[src/rtl/cmd_sender_pkg.sv]
// Shared constants and helpers for the framed command sender.
package cmd_sender_pkg;

  localparam logic [2:0] StIdle      = 3'd0;
  localparam logic [2:0] StWaitReady = 3'd1;
  localparam logic [2:0] StRequest   = 3'd2;
  localparam logic [2:0] StSend      = 3'd3;
  localparam logic [2:0] StWaitDone  = 3'd4;
  localparam logic [2:0] StDone      = 3'd5;

  localparam logic [7:0] HdrByteDefault = 8'hA5;

  function automatic int unsigned payload_bytes(input int unsigned cmd_w);
    return (cmd_w + 7) / 8;
  endfunction

  function automatic int unsigned frame_len(input int unsigned cmd_w);
    return payload_bytes(cmd_w) + 2;
  endfunction

endpackage

[src/rtl/cmd_fifo.sv]
// Synchronous FIFO with first-word-visible read and an occupancy count.
module cmd_fifo #(
  parameter int unsigned WIDTH = 2,
  parameter int unsigned DEPTH = 8
) (
  input  logic                       clk_i,
  input  logic                       rst_i,
  input  logic                       push_i,
  input  logic                       pop_i,
  input  logic [WIDTH-1:0]           wdata_i,
  output logic [WIDTH-1:0]           rdata_o,
  output logic                       full_o,
  output logic                       empty_o,
  output logic [$clog2(DEPTH):0]     level_o
);

  localparam int unsigned AW    = $clog2(DEPTH);
  localparam int unsigned LVL_W = AW + 1;

  logic [WIDTH-1:0] mem_q [DEPTH];
  logic [AW-1:0]    wptr_q, rptr_q;
  logic [LVL_W-1:0] cnt_q;
  logic             do_push, do_pop;

  assign full_o  = (cnt_q == LVL_W'(DEPTH));
  assign empty_o = (cnt_q == '0);
  assign rdata_o = mem_q[rptr_q];
  assign level_o = cnt_q;
  assign do_push = push_i && !full_o;
  assign do_pop  = pop_i && !empty_o;

  // Pointers wrap naturally because DEPTH is a power of two.
  always_ff @(posedge clk_i or posedge rst_i) begin
    if (rst_i) begin
      for (int i = 0; i < DEPTH; i++) mem_q[i] <= '0;
      wptr_q <= '0;
      rptr_q <= '0;
      cnt_q  <= '0;
    end else begin
      if (do_push) begin
        mem_q[wptr_q] <= wdata_i;
        wptr_q        <= wptr_q + AW'(1);
      end
      if (do_pop) rptr_q <= rptr_q + AW'(1);
      if (do_push && !do_pop)      cnt_q <= cnt_q + LVL_W'(1);
      else if (do_pop && !do_push) cnt_q <= cnt_q - LVL_W'(1);
    end
  end

endmodule

[src/rtl/cmd_frame_sender.sv]
// Queues host commands and sends each as a header/seq/payload frame over the
// UDP application TX handshake, retrying on ack timeout.
module cmd_frame_sender
  import cmd_sender_pkg::*;
#(
  parameter int unsigned CMD_W       = 2,
  parameter int unsigned FIFO_DEPTH  = 8,
  parameter logic [7:0]  HDR_BYTE    = HdrByteDefault,
  parameter int unsigned ACK_TIMEOUT = 1024,
  parameter int unsigned MAX_RETRY   = 3,
  localparam int unsigned LVL_W      = $clog2(FIFO_DEPTH) + 1
) (
  input  logic             clk_50,
  input  logic             sys_rst,
  input  logic [CMD_W-1:0] cmd_in,
  input  logic             cmd_valid,
  output logic             cmd_ready,
  output logic [LVL_W-1:0] fifo_level,
  output logic             busy,
  output logic             tx_done,
  output logic             tx_err,
  output logic [7:0]       tx_seq,
  input  logic             udp_tx_ready,
  input  logic             app_tx_ack,
  output logic             app_tx_data_request,
  output logic             app_tx_data_valid,
  output logic [7:0]       app_tx_data,
  output logic [15:0]      udp_data_length
);

  localparam int unsigned PAYLOAD_BYTES = payload_bytes(CMD_W);
  localparam int unsigned FRAME_LEN     = frame_len(CMD_W);
  localparam int unsigned PAY_W         = PAYLOAD_BYTES * 8;
  localparam int unsigned IDX_W         = $clog2(FRAME_LEN + 1);
  localparam int unsigned TMR_W         = $clog2(ACK_TIMEOUT + 1);
  localparam int unsigned RTY_W         = $clog2(MAX_RETRY + 2);

  logic [2:0]       state_q, state_d;
  logic [CMD_W-1:0] shadow_q, shadow_d;
  logic [7:0]       seq_q, seq_d;
  logic [IDX_W-1:0] idx_q, idx_d;
  logic [TMR_W-1:0] tmr_q, tmr_d;
  logic [RTY_W-1:0] rty_q, rty_d;
  logic             first_q, first_d;
  logic             req_q, req_d;
  logic             valid_q, valid_d;
  logic [7:0]       data_q, data_d;
  logic             done_q, done_d;
  logic             err_q, err_d;
  logic [7:0]       tx_seq_q, tx_seq_d;

  logic             fifo_push, fifo_pop, fifo_full, fifo_empty;
  logic [CMD_W-1:0] fifo_rdata;
  logic [IDX_W-1:0] sel_idx, shift;
  logic [7:0]       frame_byte;

  assign cmd_ready = !fifo_full && !sys_rst;
  assign fifo_push = cmd_valid && cmd_ready;
  assign fifo_pop  = (state_q == StIdle) && !fifo_empty;

  cmd_fifo #(
    .WIDTH (CMD_W),
    .DEPTH (FIFO_DEPTH)
  ) u_fifo (
    .clk_i   (clk_50),
    .rst_i   (sys_rst),
    .push_i  (fifo_push),
    .pop_i   (fifo_pop),
    .wdata_i (cmd_in),
    .rdata_o (fifo_rdata),
    .full_o  (fifo_full),
    .empty_o (fifo_empty),
    .level_o (fifo_level)
  );

  // Byte 0 is loaded on the ack edge, later bytes from the running index.
  assign sel_idx = (state_q == StSend) ? idx_q : '0;
  assign shift   = IDX_W'(FRAME_LEN - 1) - sel_idx;

  always_comb begin
    frame_byte = 8'(PAY_W'(shadow_q) >> {shift, 3'b000});
    if (sel_idx == '0)               frame_byte = HDR_BYTE;
    else if (sel_idx == IDX_W'(1))   frame_byte = seq_q;
  end

  always_comb begin
    state_d  = state_q;
    shadow_d = shadow_q;
    seq_d    = seq_q;
    idx_d    = idx_q;
    tmr_d    = tmr_q;
    rty_d    = rty_q;
    first_d  = first_q;
    req_d    = req_q;
    valid_d  = valid_q;
    data_d   = data_q;
    done_d   = 1'b0;
    err_d    = 1'b0;
    tx_seq_d = tx_seq_q;
    case (state_q)
      StIdle: begin
        if (!fifo_empty) begin
          shadow_d = fifo_rdata;
          state_d  = StWaitReady;
        end
      end
      StWaitReady: begin
        tmr_d = '0;
        if (udp_tx_ready) begin
          req_d   = 1'b1;
          state_d = StRequest;
        end
      end
      StRequest: begin
        // Ack is checked first so it wins over a coincident timeout.
        if (app_tx_ack) begin
          req_d   = 1'b0;
          valid_d = 1'b1;
          data_d  = frame_byte;
          idx_d   = IDX_W'(1);
          state_d = StSend;
        end else if (tmr_q == TMR_W'(ACK_TIMEOUT - 1)) begin
          req_d = 1'b0;
          if (rty_q < RTY_W'(MAX_RETRY)) begin
            rty_d   = rty_q + RTY_W'(1);
            state_d = StWaitReady;
          end else begin
            err_d    = 1'b1;
            tx_seq_d = seq_q;
            rty_d    = '0;
            state_d  = StIdle;
          end
        end else begin
          tmr_d = tmr_q + TMR_W'(1);
        end
      end
      StSend: begin
        if (idx_q == IDX_W'(FRAME_LEN)) begin
          valid_d = 1'b0;
          data_d  = '0;
          first_d = 1'b1;
          state_d = StWaitDone;
        end else begin
          data_d = frame_byte;
          idx_d  = idx_q + IDX_W'(1);
        end
      end
      StWaitDone: begin
        first_d = 1'b0;
        if (!first_q && udp_tx_ready) begin
          done_d   = 1'b1;
          tx_seq_d = seq_q;
          state_d  = StDone;
        end
      end
      StDone: begin
        seq_d   = seq_q + 8'd1;
        rty_d   = '0;
        state_d = StIdle;
      end
      default: state_d = StIdle;
    endcase
  end

  always_ff @(posedge clk_50 or posedge sys_rst) begin
    if (sys_rst) begin
      state_q  <= StIdle;
      shadow_q <= '0;
      seq_q    <= '0;
      idx_q    <= '0;
      tmr_q    <= '0;
      rty_q    <= '0;
      first_q  <= 1'b0;
      req_q    <= 1'b0;
      valid_q  <= 1'b0;
      data_q   <= '0;
      done_q   <= 1'b0;
      err_q    <= 1'b0;
      tx_seq_q <= '0;
    end else begin
      state_q  <= state_d;
      shadow_q <= shadow_d;
      seq_q    <= seq_d;
      idx_q    <= idx_d;
      tmr_q    <= tmr_d;
      rty_q    <= rty_d;
      first_q  <= first_d;
      req_q    <= req_d;
      valid_q  <= valid_d;
      data_q   <= data_d;
      done_q   <= done_d;
      err_q    <= err_d;
      tx_seq_q <= tx_seq_d;
    end
  end

  assign busy                = (state_q != StIdle);
  assign tx_done             = done_q;
  assign tx_err              = err_q;
  assign tx_seq              = tx_seq_q;
  assign app_tx_data_request = req_q;
  assign app_tx_data_valid   = valid_q;
  assign app_tx_data         = data_q;
  assign udp_data_length     = 16'(FRAME_LEN);

endmodule

[config.mk]
export PLATFORM = sky130hd
export DESIGN_NAME = cmd_frame_sender
export DESIGN_NICKNAME = d
export VERILOG_FILES = /design/src/rtl/cmd_sender_pkg.sv /design/src/rtl/cmd_fifo.sv /design/src/rtl/cmd_frame_sender.sv
export SDC_FILE = /design/constraint.sdc
export NUM_CORES = 1
export LEC_CHECK = 0
export BUFFER_PORTS_ARGS = -buffer_cell sky130_fd_sc_hd__buf_2
export CAP_MARGIN = 20
export CORE_ASPECT_RATIO = 1.5
export CORE_MARGIN = 2
export CORE_UTILIZATION = 35
export CTS_CLUSTER_SIZE = 12
export DETAILED_ROUTE_END_ITERATION = 8
export SKIP_LAST_GASP = 1
export SYNTH_ARGS = -nofsm -noshare
export SYNTH_HDL_FRONTEND = slang
export SYNTH_SLANG_ARGS = --single-unit
[constraint.sdc]
create_clock -name clk_50 -period 7.4 [get_ports clk_50]
set_input_delay 0.74 -clock clk_50 [delete_from_list [all_inputs] [get_ports clk_50]]
set_output_delay 0.74 -clock clk_50 [all_outputs]
set_load 0.05 [all_outputs]
**Word-level counts from Yosys, hierarchy flattened**

Cells that the tools add are included.

- Bits in registers: 76
- Input bits: 7
- Output and inout bits: 42
- Word-level logic and storage cells: 148

- Add/subtract/negate cells: 9
- Magnitude comparators: 4
- Eq/ne operators: 20
- Shifts and indexed selects: 1
- Multiplexer cells: 52
- Bitwise logic cells: 3
- Reductions and logical operators: 35

Operators with widths:

| kind | number |
|---|---|
| $mux W8 | 8 |
| $pmux W8 S2 | 2 |
| $mux W3 | 9 |
| $mux W11 | 2 |
| $pmux W11 S2 | 1 |
| $ne A2 B2 Y1 const B | 9 |
| $bwmux W16 | 1 |
| $pmux W3 S5 | 1 |
| $reduce_and A3 Y1 | 5 |
| $mux W1 | 13 |
| $mux W2 | 6 |
| $reduce_bool A2 Y1 | 6 |
| $add A11 B1 Y11 const B | 1 |
| $eq A11 B10 Y1 const B | 1 |
| $reduce_and A5 Y1 | 2 |
| $add A3 B1 Y3 const B | 3 |
| $logic_and A1 B1 Y1 | 9 |
| $add A8 B1 Y8 const B | 1 |
| $ge A4 B4 Y1 const B | 2 |
| $mux W4 | 2 |
| $not A3 Y4 | 2 |
| $shr A2 B5 Y8 | 1 |
| $bmux W2 S3 | 1 |
| $demux W2 S3 | 1 |
| 24 further kinds | 35 |

**Longest topological paths before layout**

- Depth after elaboration: 9
- Depth in mapped cells: 11

**By module**

From an unflattened synthesis, not the netlist that was laid out.

- Cells, all modules: 350
- Area total of the unflattened synthesis: 3945.0 um^2

Modules (own cells, without submodules):

| module | times used | cells an instance | area each (um^2) | sequential area each (um^2) |
|---|---|---|---|---|
| cmd_frame_sender | 1 | 246 | 2548.7 | 1251.2 |
| cmd_fifo | 1 | 104 | 1396.3 | 650.6 |

**Worst setup path after synthesis**

No wires, ideal clock.

- Path kind: register to register
- Start point: register state_q[2]
- End point: register u_fifo.cnt_q[3], in the netlist u_fifo.level_o[3]
- Setup time: 142 ps
- Arrival time: 2758 ps
- Data required time: 7258 ps
- Slack: 4500 ps
- Cell stages (with the launch flop): 12
- Clock period less this slack: 2900 ps
- Cells stage by stage: dfrtp_1 -> clkbuf_1 -> or3_1 -> nor2_2 -> inv_1 -> ha_1 -> inv_1 -> ha_1 -> a21o_1 -> a21oi_1 -> mux2i_1 -> xnor2_1

- Cells in the longest elaborated chain, start to end: 6

RTL lines:

| what | RTL line | source |
|---|---|---|
| start: declaration | cmd_frame_sender.sv:38 | `logic [2:0] state_q, state_d;` |
| start signal: assignment | cmd_frame_sender.sv:167 | `state_q <= StIdle;` |
| start signal: assignment | cmd_frame_sender.sv:181 | `state_q <= state_d;` |
| $logic_not A3 Y1 (*) | cmd_frame_sender.sv:59 | `assign fifo_pop = (state_q == StIdle) && !fifo_empty;` |
| $logic_and A1 B1 Y1 (*) | cmd_frame_sender.sv:59 |  |
| $logic_and A1 B1 Y1 (*) | cmd_fifo.sv:30 | `assign do_pop = pop_i && !empty_o;` |
| $logic_not A1 Y1 | cmd_fifo.sv:45 | `if (do_push && !do_pop) cnt_q <= cnt_q + LVL_W'(1);` |
| $logic_and A1 B1 Y1 | cmd_fifo.sv:45 |  |
| $mux W4 / $reduce_bool A2 Y1 (equally long branches) | - |  |
| end signal: assignment | cmd_fifo.sv:45 |  |
| end signal: assignment | cmd_fifo.sv:46 | `else if (do_pop && !do_push) cnt_q <= cnt_q - LVL_W'(1);` |
| end: declaration | cmd_fifo.sv:22 | `logic [LVL_W-1:0] cnt_q;` |

Every way passes the cells marked *; elsewhere a longest branch is shown, timed or not.
A chain may end at the register's enable or synchronous reset.

**Final worst setup path**

Ends and elaborated chain as after synthesis.

==> results by group <==
Logic synthesis
  – Post-synthesis sequential area ratio: 49.22%
  – Avg Inst Size Synth: 11.60 um2
  – Most area-consuming cells after synthesis: dfrtp_1, mux2_2, mux2_1
  – YS warnings: 0
  – Synth Instances: 333
  – Top_reg_cell synth: dfrtp_1
  – Ys async rst share: 100.0%
  – Distinct cells, synth: 65
  – Netlist Area Pre-Place: 3864 um2
  – EDFF count, synth: 0
  – Dominant cell type by area after synthesis: dfrtp_1
  – Yosys top cell area share: 49.22%
  – #FFs+latches synth: 76
  – Top post-synthesis cells by count: dfrtp_1, nand2_1, buf_4, mux2_2, nor2_1
  – Most frequent cell after synthesis: dfrtp_1

Clocking
  – Clock network latency to the later pin of the worst-skew pair: ~0.33 ns
  – TritonCTS clock tree: done
  – Clk Tree Root Cell: clkbuf_16
  – Deepest clock path buffer count: 2
  – Hold_buf cts: 0
  – Clock sinks: 76
  – H-tree depth reported by CTS: 3
  – Clock slew at reported path FFs: approximately 0.060 ns
  – Total CTS buffers: 9
  – Post-CTS sizing: 0
  – Postcts setup bufs: 0

Floorplan
  – Initial Util: 35.51%
  – Die height: roughly 130 um
  – Row cnt: 47
  – Area of the core: 10880 um2
  – Ports: slightly below 50
  – Die area: between 10000 and 15000 um2
  – Horiz. Die Dim: 89.79 um

Global route
  – Initial antenna violation count: 0
  – Vias in the first global route: 2662
  – GRT Residual Overflow: 0
  – Largest net degree at the start of global routing: 77
  – First-pass GRT wire length: ~14000 um
  – Total GRT Usage: 14.22%

Run status
  – Status: complete, no violations

Cells and area
  – Ant diodes: 0
  – Layout cells sized above 1: roughly a fifth
  – P&R area growth vs syn: 13.57%
  – Final nets: 383
  – # fillers: 1053

Route
  – Post-route ant nets: 0
  – First-pass detailed-route iteration total: 4
  – Vias/cell: 5.199
  – Drt first-iter violations: between 200 and 250
  – WL/cell: 15.56 um
  – Drt total wl: 8044 um
  – DRC errors left: 0
  – Total number of vias: 2688

Setup path
  – Crit path largest cell delay: approximately 0.53 ns
  – Crit path max-delay cell type: dfrtp_1
  – Reg-to-Reg Start: state_q[2]$_DFFE_PP0P_
  – CP delay by family, top: simple AND/OR/NAND/NOR gates
  – CP Buf/Inv Count: 2
  – Worst setup path category: reg -> reg
  – Critical path data arrival time: 3.02 ns
  – Req. time, crit path: 7.65 ns
  – Startpoint types: register
  – Worst setup path startpoint: state_q[2]$_DFFE_PP0P_
  – Critical-path cell list: or3_1 > nor2_2 > inv_1 > ha_1 > inv_1 > ha_1 > a21o_1 > a21oi_1 > mux2i_1 > xnor2_1
  – Worst setup EP type: register
  – Crit Path Max Fanout: 17

Timing
  – Slew HR: a little over a third
  – Max-slew violations: 0
  – Fin crit share: 37.39%
  – Clock Skew: 0.007272 ns
  – RSZ-0062 raised after global routing: false
  – Fmax: 361.4 MHz
  – Setup tns final: 0 ns
  – Clock period minus worst slack: 2.767 ns
  – Slew @ Worst Pin: 0.9728 ns
  – Final setup fails: 0
  – Setup ws final: 4.633 ns
  – Final hold vios: 0

Min path
  – Min-Delay Path Class: reg -> reg
  – Hold path start: tx_seq[6]$_DFFE_PP0P_

Power and ir drop
  – Power Density: 404.9 nW/um2
  – Max VDD drop: 229.8 uV
  – Design Power: 1.777 mW
  – Leakage power: 1.996 nW

Placed design
  – DP HPWL: 5752 um
  – IO Port Bufs: 32
  – Pre-CTS WS: 4.650 ns
  – GPL Wtd Cong: 0.8155

Run
  – Max-cap violations: 0
[per-stage QoR]
| stage | utilization (%) | area (um2) | cells | hold slack (ns) |
|---|---|---|---|---|
| 2_1_floorplan | - | 3916 | 347 | 0.4532 |
| 3_3_place_gp | 37.72 | 4104 | 502 | 0.4656 |
| 3_5_place_dp | 37.72 | 4104 | 502 | 0.4768 |
| 4_1_cts | 40.33 | 4388 | 517 | 0.4895 |
| 5_1_grt | 40.33 | 4388 | 517 | 0.5120 |
| 6_report | 40.33 | 4388 | 517 | 0.4833 |
[cell families after synthesis]
family	count (synthesis)	synth area share, %
buffers and inverters	36	5.408
multiplexers	36	11.56
AO/OA/AOI/OAI	62	11.04
flip-flops	76	49.22
XOR/XNOR	14	3.174
other	2	0.1944
AND/OR/NAND/NOR	97	15.97
adder cells (fa/ha/maj)	10	3.433
[path summary, 6_finish.rpt]
| path | end | slack (ns) | cells after the start |
|---|---|---|---|
| worst max-delay path | u_fifo.level_o[3]$_DFFE_PP0P_ | 4.63 | 10 |
| worst min-delay path | tx_seq[6]$_DFFE_PP0P_ | 0.48 | 1 |
| max in group asynchronous | tmr_q[9]$_DFFE_PP0P_ | 6.03 | 3 |
| min in group asynchronous | u_fifo.wptr_q[2]$_DFFE_PP0P_ | 0.72 | 3 |
| worst min register to register | tx_seq[6]$_DFFE_PP0P_ | 0.48 | 1 |
| worst max register to register | u_fifo.level_o[3]$_DFFE_PP0P_ | 4.63 | 10 |
[cell type report]
cell class	count	area [um2]	share of cell area (%)
Clock inverter	4	51.30	1.169
Inverter	10	37.54	0.8554
Tap cell	147	183.9	4.192
Multi-Input combinational cell	235	1805	41.15
Clock buffer	11	232.7	5.304
Timing Repair Buffer	34	175.2	3.992
Sequential cell	76	1902	43.34
[where the power goes]
part / switching (mW) / total (mW) / leakage, nW / internal (mW)
combinational: 0.406 / 0.678 / 0.885 / 0.272
clock: 0.163 / 0.423 / 0.136 / 0.259
sequential: 0.137 / 0.677 / 0.975 / 0.540
[worst reg2reg max path, stage by stage (launching register included)]
cell and delay (ns):
dfrtp_1 0.53, or3_1 0.46, nor2_2 0.30, inv_1 0.09, ha_1 0.22, inv_1 0.14, ha_1 0.25, a21o_1 0.17
a21oi_1 0.16, mux2i_1 0.24, xnor2_1 0.14
[per-layer routing]
metal	share of wire (%)	vias up	wire length, um	global-route usage [%]
li1	-	1265	-	-
met1	40	1356	3204	16.13
met2	54	53	4347	25.42
met3	3.2	14	261	2.620
met4	2.8	0	229	7.350
met5	0	-	0	0
[sequential cells by signal (all words and copies together), names as in the netlist, 3 cells and up]
name and flops:
state_q 3, seq_q 8, app_tx_data 8, u_fifo.rptr_q 3, u_fifo.wptr_q 3, tx_seq 8, u_fifo.level_o 4, tmr_q 11
u_fifo.mem_q 16, rty_q 3
[cell usage in the layout, fill, tap and decap left out, types with 4 or more instances in the layout]
master,Yosys,routed
a21oi_1,15,15
a22o_1,6,6
and3_1,4,4
buf_2,2,32
clkbuf_16,0,9
conb_1,2,16
dfrtp_1,76,76
ha_1,9,9
inv_1,10,9
mux2_1,12,12
mux2_2,17,17
mux4_2,4,4
nand2_1,22,22
nand3_1,5,5
nor2_1,16,16
nor3_1,5,5
nor3b_1,4,4
o21ai_0,7,7
o21ai_1,5,5
o31ai_1,7,7
or4_1,5,5
xnor2_1,9,9
xor2_1,5,5
(Power assumes the default switching activity.)
